===== config.mk =====
export PLATFORM = sky130hd
export DESIGN_NAME = wb_drain
export DESIGN_NICKNAME = d
export VERILOG_FILES = /design/src/rtl/wb_drain.sv
export SDC_FILE = /design/constraint.sdc
export NUM_CORES = 1
export LEC_CHECK = 0
export CAP_MARGIN = 15
export CORE_MARGIN = 2
export CORE_UTILIZATION = 50
export CTS_CLUSTER_SIZE = 25
export DETAILED_ROUTE_END_ITERATION = 10
export GPL_TIMING_DRIVEN = 0
export PLACE_DENSITY_LB_ADDON = 0.12
export SKIP_LAST_GASP = 1
export SLEW_MARGIN = 30
export SYNTH_ARGS = -nofsm -noshare
export SYNTH_HDL_FRONTEND = slang
export SYNTH_SLANG_ARGS = --single-unit

===== constraint.sdc =====
create_clock -name clk -period 2.2 [get_ports clk]
set_input_delay 0.44 -clock clk [delete_from_list [all_inputs] [get_ports clk]]
set_output_delay 0.44 -clock clk [all_outputs]
set_load 0.005 [all_outputs]

===== src/rtl/wb_drain.sv =====
// Writeback drain queue: buffers register-file writes in a small FIFO, drains one per unstalled cycle.
// Optional pending-write lookup (bypass) compiled in with `define WB_BYPASS_EN.
module wb_drain #(
    parameter int DEPTH = 4
) (
    input  logic        clk,
    input  logic        reset,
    input  logic        in_valid,
    input  logic [4:0]  in_reg,
    input  logic [31:0] in_data,
    output logic        in_ready,
    input  logic        wb_stall,
    output logic        regWrite,
    output logic [4:0]  writeReg,
    output logic [31:0] writeData,
    input  logic [4:0]  lookupReg1,
    input  logic [4:0]  lookupReg2,
    output logic        hit1,
    output logic        hit2,
    output logic [31:0] hitData1,
    output logic [31:0] hitData2
);

    localparam int PTR_W = (DEPTH > 1) ? $clog2(DEPTH) : 1;
    localparam int CNT_W = $clog2(DEPTH + 1);

    logic [PTR_W-1:0] head_q, head_d;
    logic [PTR_W-1:0] tail_q, tail_d;
    logic [CNT_W-1:0] count_q, count_d;
    logic [4:0]       reg_mem_q  [DEPTH];
    logic [31:0]      data_mem_q [DEPTH];
    logic             not_empty_s;
    logic             enq_s;
    logic             deq_s;

    assign not_empty_s = (count_q != CNT_W'(0));
    assign in_ready    = (count_q < CNT_W'(DEPTH));
    // Register 0 requests complete the handshake but never occupy a slot.
    assign enq_s       = in_valid && in_ready && (in_reg != 5'd0);
    assign deq_s       = regWrite;
    assign regWrite    = not_empty_s && !wb_stall;
    assign writeReg    = not_empty_s ? reg_mem_q[head_q]  : 5'd0;
    assign writeData   = not_empty_s ? data_mem_q[head_q] : 32'h0000_0000;

    // Next-state for pointers and occupancy count.
    always_comb begin
        head_d  = head_q;
        tail_d  = tail_q;
        count_d = count_q;
        if (enq_s) begin
            tail_d = tail_q + PTR_W'(1);
        end else begin
            tail_d = tail_q;
        end
        if (deq_s) begin
            head_d = head_q + PTR_W'(1);
        end else begin
            head_d = head_q;
        end
        case ({enq_s, deq_s})
            2'b10:   count_d = count_q + CNT_W'(1);
            2'b01:   count_d = count_q - CNT_W'(1);
            default: count_d = count_q;
        endcase
    end

    // Pointer and count state; reset discards every pending entry.
    always_ff @(posedge clk or posedge reset) begin
        if (reset) begin
            head_q  <= '0;
            tail_q  <= '0;
            count_q <= '0;
        end else begin
            head_q  <= head_d;
            tail_q  <= tail_d;
            count_q <= count_d;
        end
    end

    // Entry storage is left uncleared; validity comes from the count alone.
    always_ff @(posedge clk) begin
        if (enq_s) begin
            reg_mem_q[tail_q]  <= in_reg;
            data_mem_q[tail_q] <= in_data;
        end
    end

`ifdef WB_BYPASS_EN
    // Scan oldest to youngest so the youngest match wins; result is {hit, data}.
    function automatic logic [32:0] bypass_lookup(input logic [4:0] addr);
        logic [32:0]      result;
        logic [PTR_W-1:0] idx;
        logic             match;
        result = 33'h0_0000_0000;
        for (int i = 0; i < DEPTH; i++) begin
            idx    = head_q + PTR_W'(i);
            match  = (CNT_W'(i) < count_q) && (reg_mem_q[idx] == addr) && (addr != 5'd0);
            result = match ? {1'b1, data_mem_q[idx]} : result;
        end
        return result;
    endfunction

    logic [32:0] look1_s;
    logic [32:0] look2_s;

    assign look1_s  = bypass_lookup(lookupReg1);
    assign look2_s  = bypass_lookup(lookupReg2);
    assign hit1     = look1_s[32];
    assign hitData1 = look1_s[31:0];
    assign hit2     = look2_s[32];
    assign hitData2 = look2_s[31:0];
`else
    logic lookup_unused_s;

    assign lookup_unused_s = ^{lookupReg1, lookupReg2};
    assign hit1     = 1'b0;
    assign hit2     = 1'b0;
    assign hitData1 = 32'h0000_0000;
    assign hitData2 = 32'h0000_0000;
`endif

endmodule


# Yosys cells after proc, flatten, opt, wreduce, memory -nomap -nowiden
# Memory sizes are Yosys's and may differ from the RTL's.
# Index checks and enable logic that the tools add are counted.
dict set report totals {
  input_bits 51
  ramBits 148
  memories 2
  word_cells 24
  register_bits 7
}
dict set report classes {
  muxes 5
  n_eq_ne 2
  magnitude_cmp 1
  add_sub_neg 4
  n_reduce_logical 7
}
# memory depth word_bits read_ports rd_ports_with_merged_regs write_ports line_no
set memory_table {}
lappend memory_table {data_mem_q 4 32 1 0 1 31} ;# logic [31:0] data_mem_q [DEPTH];
lappend memory_table {reg_mem_q 4 5 1 0 1 30} ;# logic [4:0] reg_mem_q [DEPTH];
# op n
set op_table {}
lappend op_table {{$mux 32} 1}
lappend op_table {{$pmux 3 s2} 1}
lappend op_table {{$mux 5} 1}
lappend op_table {{$reduce_bool 5->1} 1}
lappend op_table {{$add 2x1->2 const B} 2}
lappend op_table {{$add 3x1->3 const B} 1}
lappend op_table {{$logic_and 1x1->1} 3}
lappend op_table {{$lt 3x3->1 const B} 1}
lappend op_table {{$reduce_bool 3->1} 1}
lappend op_table {{$sub 3x1->3 const B} 1}
lappend op_table {{$eq 2x1->1 const B} 1}
lappend op_table {{$eq 2x2->1 const B} 1}
lappend op_table {{$mux 1} 2}
lappend op_table {{$reduce_bool 2->1} 1}
lappend op_table {{$logic_not 1->1} 1}

# Longest topological paths before layout
dict set report logic_depth {
  depth_word 5
  ltp_mapped 9
  depth_no_buf 9
}

# Worst setup path after synthesis
# Ideal clock, no wire load.
dict set report synth_path {
  path_kind {input -> register}
  from {input port in_reg[1]}
  to {register count_q[2]}
  required_time_ns 2.120
  path_slack_ns -0.027
  arrival_ns 2.147
  stages 9
  path_cell_list {or3_1 > o311a_4 > inv_1 > ha_1 > inv_1 > fa_1 > xor2_1 > nor2_1 > xnor2_1}
}
dict set report synth_between {
  elab_chain_cells 4
  elab_cells_between_ends 6
  classes_between {2 x eq/ne; 1 x mux; 3 x reduce/logical}
}
# element line_no
set synth_lines {}
lappend synth_lines {{from (decl)} 9} ;# input logic [4:0] in_reg,
lappend synth_lines {{$reduce_bool 5->1 (*)} 39} ;# assign enq_s = in_valid && in_ready && (in_reg != 5'd0);
lappend synth_lines {{$logic_and 1x1->1 (*)} 39}
lappend synth_lines {{$eq 2x1->1 / $eq 2x2->1 (equally long branches)} 60} ;# case ({enq_s, deq_s})
lappend synth_lines {{$pmux 3 s2 / $reduce_bool 2->1 (equally long branches)} n/a}
lappend synth_lines {{to (signal assigned)} 76} ;# count_q <= count_d;
lappend synth_lines {{to (decl)} 29} ;# logic [CNT_W-1:0] count_q, count_d;
# Mark *: on every way between the ends. The rest lies on a longest branch, timed or not.
# A chain may end at the register's enable or synchronous reset.

# Final worst setup path
dict set report layout_path {
  from {register head_q[0]}
  to {output port writeData[12]}
}
dict set report layout_between {
  elab_chain_cells 2
}
# element line_no
set layout_lines {}
lappend layout_lines {{from (decl)} 27} ;# logic [PTR_W-1:0] head_q, head_d;
lappend layout_lines {{from (signal assigned)} 70} ;# head_q <= '0;
lappend layout_lines {{from (signal assigned)} 74} ;# head_q <= head_d;
lappend layout_lines {{$mem_v2 4x32} n/a}
lappend layout_lines {{$mux 32} 43} ;# assign writeData = not_empty_s ? data_mem_q[head_q] : 32'h0000_0000;
lappend layout_lines {{to (decl)} 15} ;# output logic [31:0] writeData,
# Every way passes these cells.

==> key figures <==
Die
  • Core area: 0.0127 mm^2
  • Die Width: 118 um
  • IO Pins: 156
  • DIE HEIGHT: 118 um
  • Core Rows: 41
  • Die area: 0.0140 mm^2
  • Initial Util: 0.515

Timing
  • Final worst path period need: 2380 ps
  • Maximum clock frequency: 0.421 GHz
  • Count of pins over their slew limit: 0
  • Clk_skew: 5.79 ps
  • Period utilisation layout: 1.08
  • Worst-Margin Slew: 613 ps
  • Slack of the critical path: -177 ps
  • Rel. slew slack: 0.592
  • Setup violations, final: 37
  • Final Hold Vio Count: 0
  • RSZ-0062 raised after global routing: yes

Clocking
  • Cts bufs inserted: 17
  • Reg clk slew, reported paths: 60 ps
  • Max Buffers Root-to-Sink: 2
  • TritonCTS clock tree: built
  • H-Tree Level Count: 4
  • Clk sinks: 155
  • CTS Hold Bufs: 0
  • Clock root buffer: clkbuf_16
  • Worst-Skew Late Latency: 400 ps

Global route
  • Global route overflow: 0
  • Antenna violations before repair: 0
  • GRT Util Overall: 0.172
  • Largest net degree at the start of global routing: 38
  • Vias in the first global route: 3390
  • First-pass GRT wire length: 18200 um

Setup path
  • Slowest cell on crit path: dfrtp_2
  • CP required: 1760 ps
  • Most frequent CP cell: buf_12
  • CP arrival: 1940 ps
  • Critical path's largest stage delay: 440 ps
  • Worst-path cell chain: buf_12 -> buf_12 -> buf_12 -> mux4_2 -> nor2b_4 -> buf_2
  • Crit. End Element: output pin
  • Worst path buffer plus inverter count: 4
  • Critical path class: register to output pin
  • Startpoint Class: register
  • Top delay family on crit path: buffers and inverters
  • Critical path peak fanout: 4

Flow run
  • Maximum capacitance violations: 0

Route
  • Met2 WL post-DR: 5890 um
  • Met1 wire length: 4720 um
  • Vias per cell: 4.65
  • Post-route DRC: 0
  • Initial drt markers: 139
  • Pre-antenna DRT Iters: 4
  • Vias after detailed routing: 3276
  • Top routing layer used: met4
  • Routed WL: 11400 um
  • Routed Antenna Nets: 0
  • Routed length on met3: 705 um
  • Routed WL per cell: 16.2 um

Placement
  • Post-DP HPWL: 6750 um
  • GP Congestion: 0.700
  • IO buf count: 79
  • DP Cell Count: 656
  • Area post-placement: 0.00779 mm^2

Synthesis
  • YS warnings: 0
  • Mapped Cells: 340
  • Number of synthesized register bits: 155
  • Sequential element share of the synthesized area: 0.708
  • Top-count cell post-synth: edfxtp_1
  • Mapped Area: 0.00652 mm^2
  • Post-synth ARST share: 0.0452
  • Cell taking the most area after synthesis: edfxtp_1
  • Post-synth top flop: edfxtp_1
  • Post-synth EDFFs: 148
  • Post-synth top cells: edfxtp_1, buf_4, mux4_2, nor2b_1, inv_1
  • Mean post-synth cell area: 19.2 um^2
  • Unique masters post-synth: 22
  • Top cell type's share of synthesized area: 0.681
  • Top post-synthesis cells by area: edfxtp_1, mux4_2, buf_4

Layout
  • Layout area overhead: 31.6%
  • Post-Layout Cell Count: 705
  • Design area: 0.00859 mm^2
  • Nets: 577
  • Share of cells above drive strength 1: 0.428
  • N_diodes: 0
  • Filler instances: 889

Power and ir drop
  • PwrDens: 1220 mW/mm^2
  • Max VDD drop: 591 uV
  • P_leak: 0.00335 uW

Outcome
  • Status: finished with violations
  • Failing checks: setup timing

Worst hold path
  • Hold WC Path Type: primary input to asynchronous set/reset pin
-- stage by stage --
| stage | power [uW] | setup WS, ps | TNS (ps) | util | hold WS (ps) |
|---|---|---|---|---|---|
| floorplan | 5900 | -8.44 | -8.44 | - | 243 |
| global placement | 7430 | -586 | -88910 | 0.615 | 482 |
| detailed placement | 7510 | -639 | -48420 | 0.615 | 506 |
| CTS | 10400 | -195 | -4990 | 0.673 | 271 |
| global route | 11000 | -238 | -6200 | 0.678 | 273 |
| finish | 10400 | -177 | -4000 | 0.678 | 273 |
-- power by group --
| part | switching, uW | internal (uW) | total, uW |
|---|---|---|---|
| Clock | 1080 | 1530 | 2610 |
| Combinational | 1650 | 2330 | 3980 |
| Sequential | 137 | 3720 | 3850 |
| Total | 2860 | 7580 | 10400 |
-- state kept, by name, summed over array words and instances (netlist names) --
| name | flops |
|---|---|
| data_mem_q | 128 |
| reg_mem_q | 20 |
| count_q | 3 |
| head_q | 2 |
| tail_q | 2 |
-- worst paths after layout --
path                                   startpoint                     endpoint  slack (ps)  cells past startpoint
setup / recovery            head_q[0]$_DFFE_PP0P_                writeData[12]        -180                      6
hold / removal                              reset        tail_q[1]$_DFFE_PP0P_         270                      2
setup reg to reg           count_q[2]$_DFFE_PP0P_  data_mem_q[2][20]$_DFFE_PP_         210                      5
hold reg to reg            count_q[0]$_DFFE_PP0P_       count_q[0]$_DFFE_PP0P_         570                      1
max in group asynchronous                   reset        head_q[0]$_DFFE_PP0P_        1670                      2
min in group clk                        in_reg[0]    reg_mem_q[2][0]$_DFFE_PP_         280                      1
-- cells in the final DEF (no fill, tap or decap), types with 5 or more instances in the layout --
master           Yosys  layout
buf_12               0      10
buf_2                4      35
buf_4               68      77
buf_6                2       5
clkbuf_16            0      17
clkbuf_2             0       5
clkdlybuf4s50_1      0      38
clkinv_2             0       5
conb_1               1      66
dfrtp_1              7       6
edfxtp_1           148     148
inv_1                8       7
mux4_2              37      37
nor2b_1             37      21
nor2b_4              0      16
-- worst register-to-register path: stages (launching register included) --
cell	delay, ps
dfrtp_1	410
buf_4	150
inv_1	140
o311a_4	260
buf_4	120
and2_4	540
-- repair_timing --
| item | in CTS | in global routing |
|---|---|---|
| cloned | 2 | 0 |
| buffers inserted | 12 | 4 |
| pin swaps | 2 | 3 |
| endpoints found under the setup margin | 40 | 38 |
| resized for setup | 201 | 14 |
-- cell families (layout without fill, tap and decap cells) --
logic type / count (synthesis) / count (layout) / share of synthesized area
simple gates: 46 / 46 / 0.0441
buf+inv: 86 / 214 / 0.0917
compound gates: 1 / 1 / 0.00326
other cells: 1 / 66 / 0.000575
fa+ha+maj: 6 / 6 / 0.0127
xor+xnor: 6 / 6 / 0.00806
flops: 155 / 155 / 0.708
mux: 39 / 39 / 0.132
-- metal layers --
layer	up-vias	global-route usage
met2	118	0.297
met4	0	0.0497
met5	-	0
met3	8	0.0430
met1	1632	0.216
li1	1518	-
-- cell type report --
| type | instances | area, um^2 | area share |
|---|---|---|---|
| buffer | 78 | 638 | 0.0743 |
| clock buffer | 18 | 429 | 0.0500 |
| clock inverter | 14 | 105 | 0.0122 |
| inverter | 8 | 30.0 | 0.00350 |
| multi-input combinational | 164 | 1710 | 0.200 |
| sequential | 155 | 4620 | 0.538 |
| tap | 172 | 215 | 0.0251 |
| timing repair buffer | 96 | 836 | 0.0973 |
Note: power is estimated with default switching activity, not from simulation.
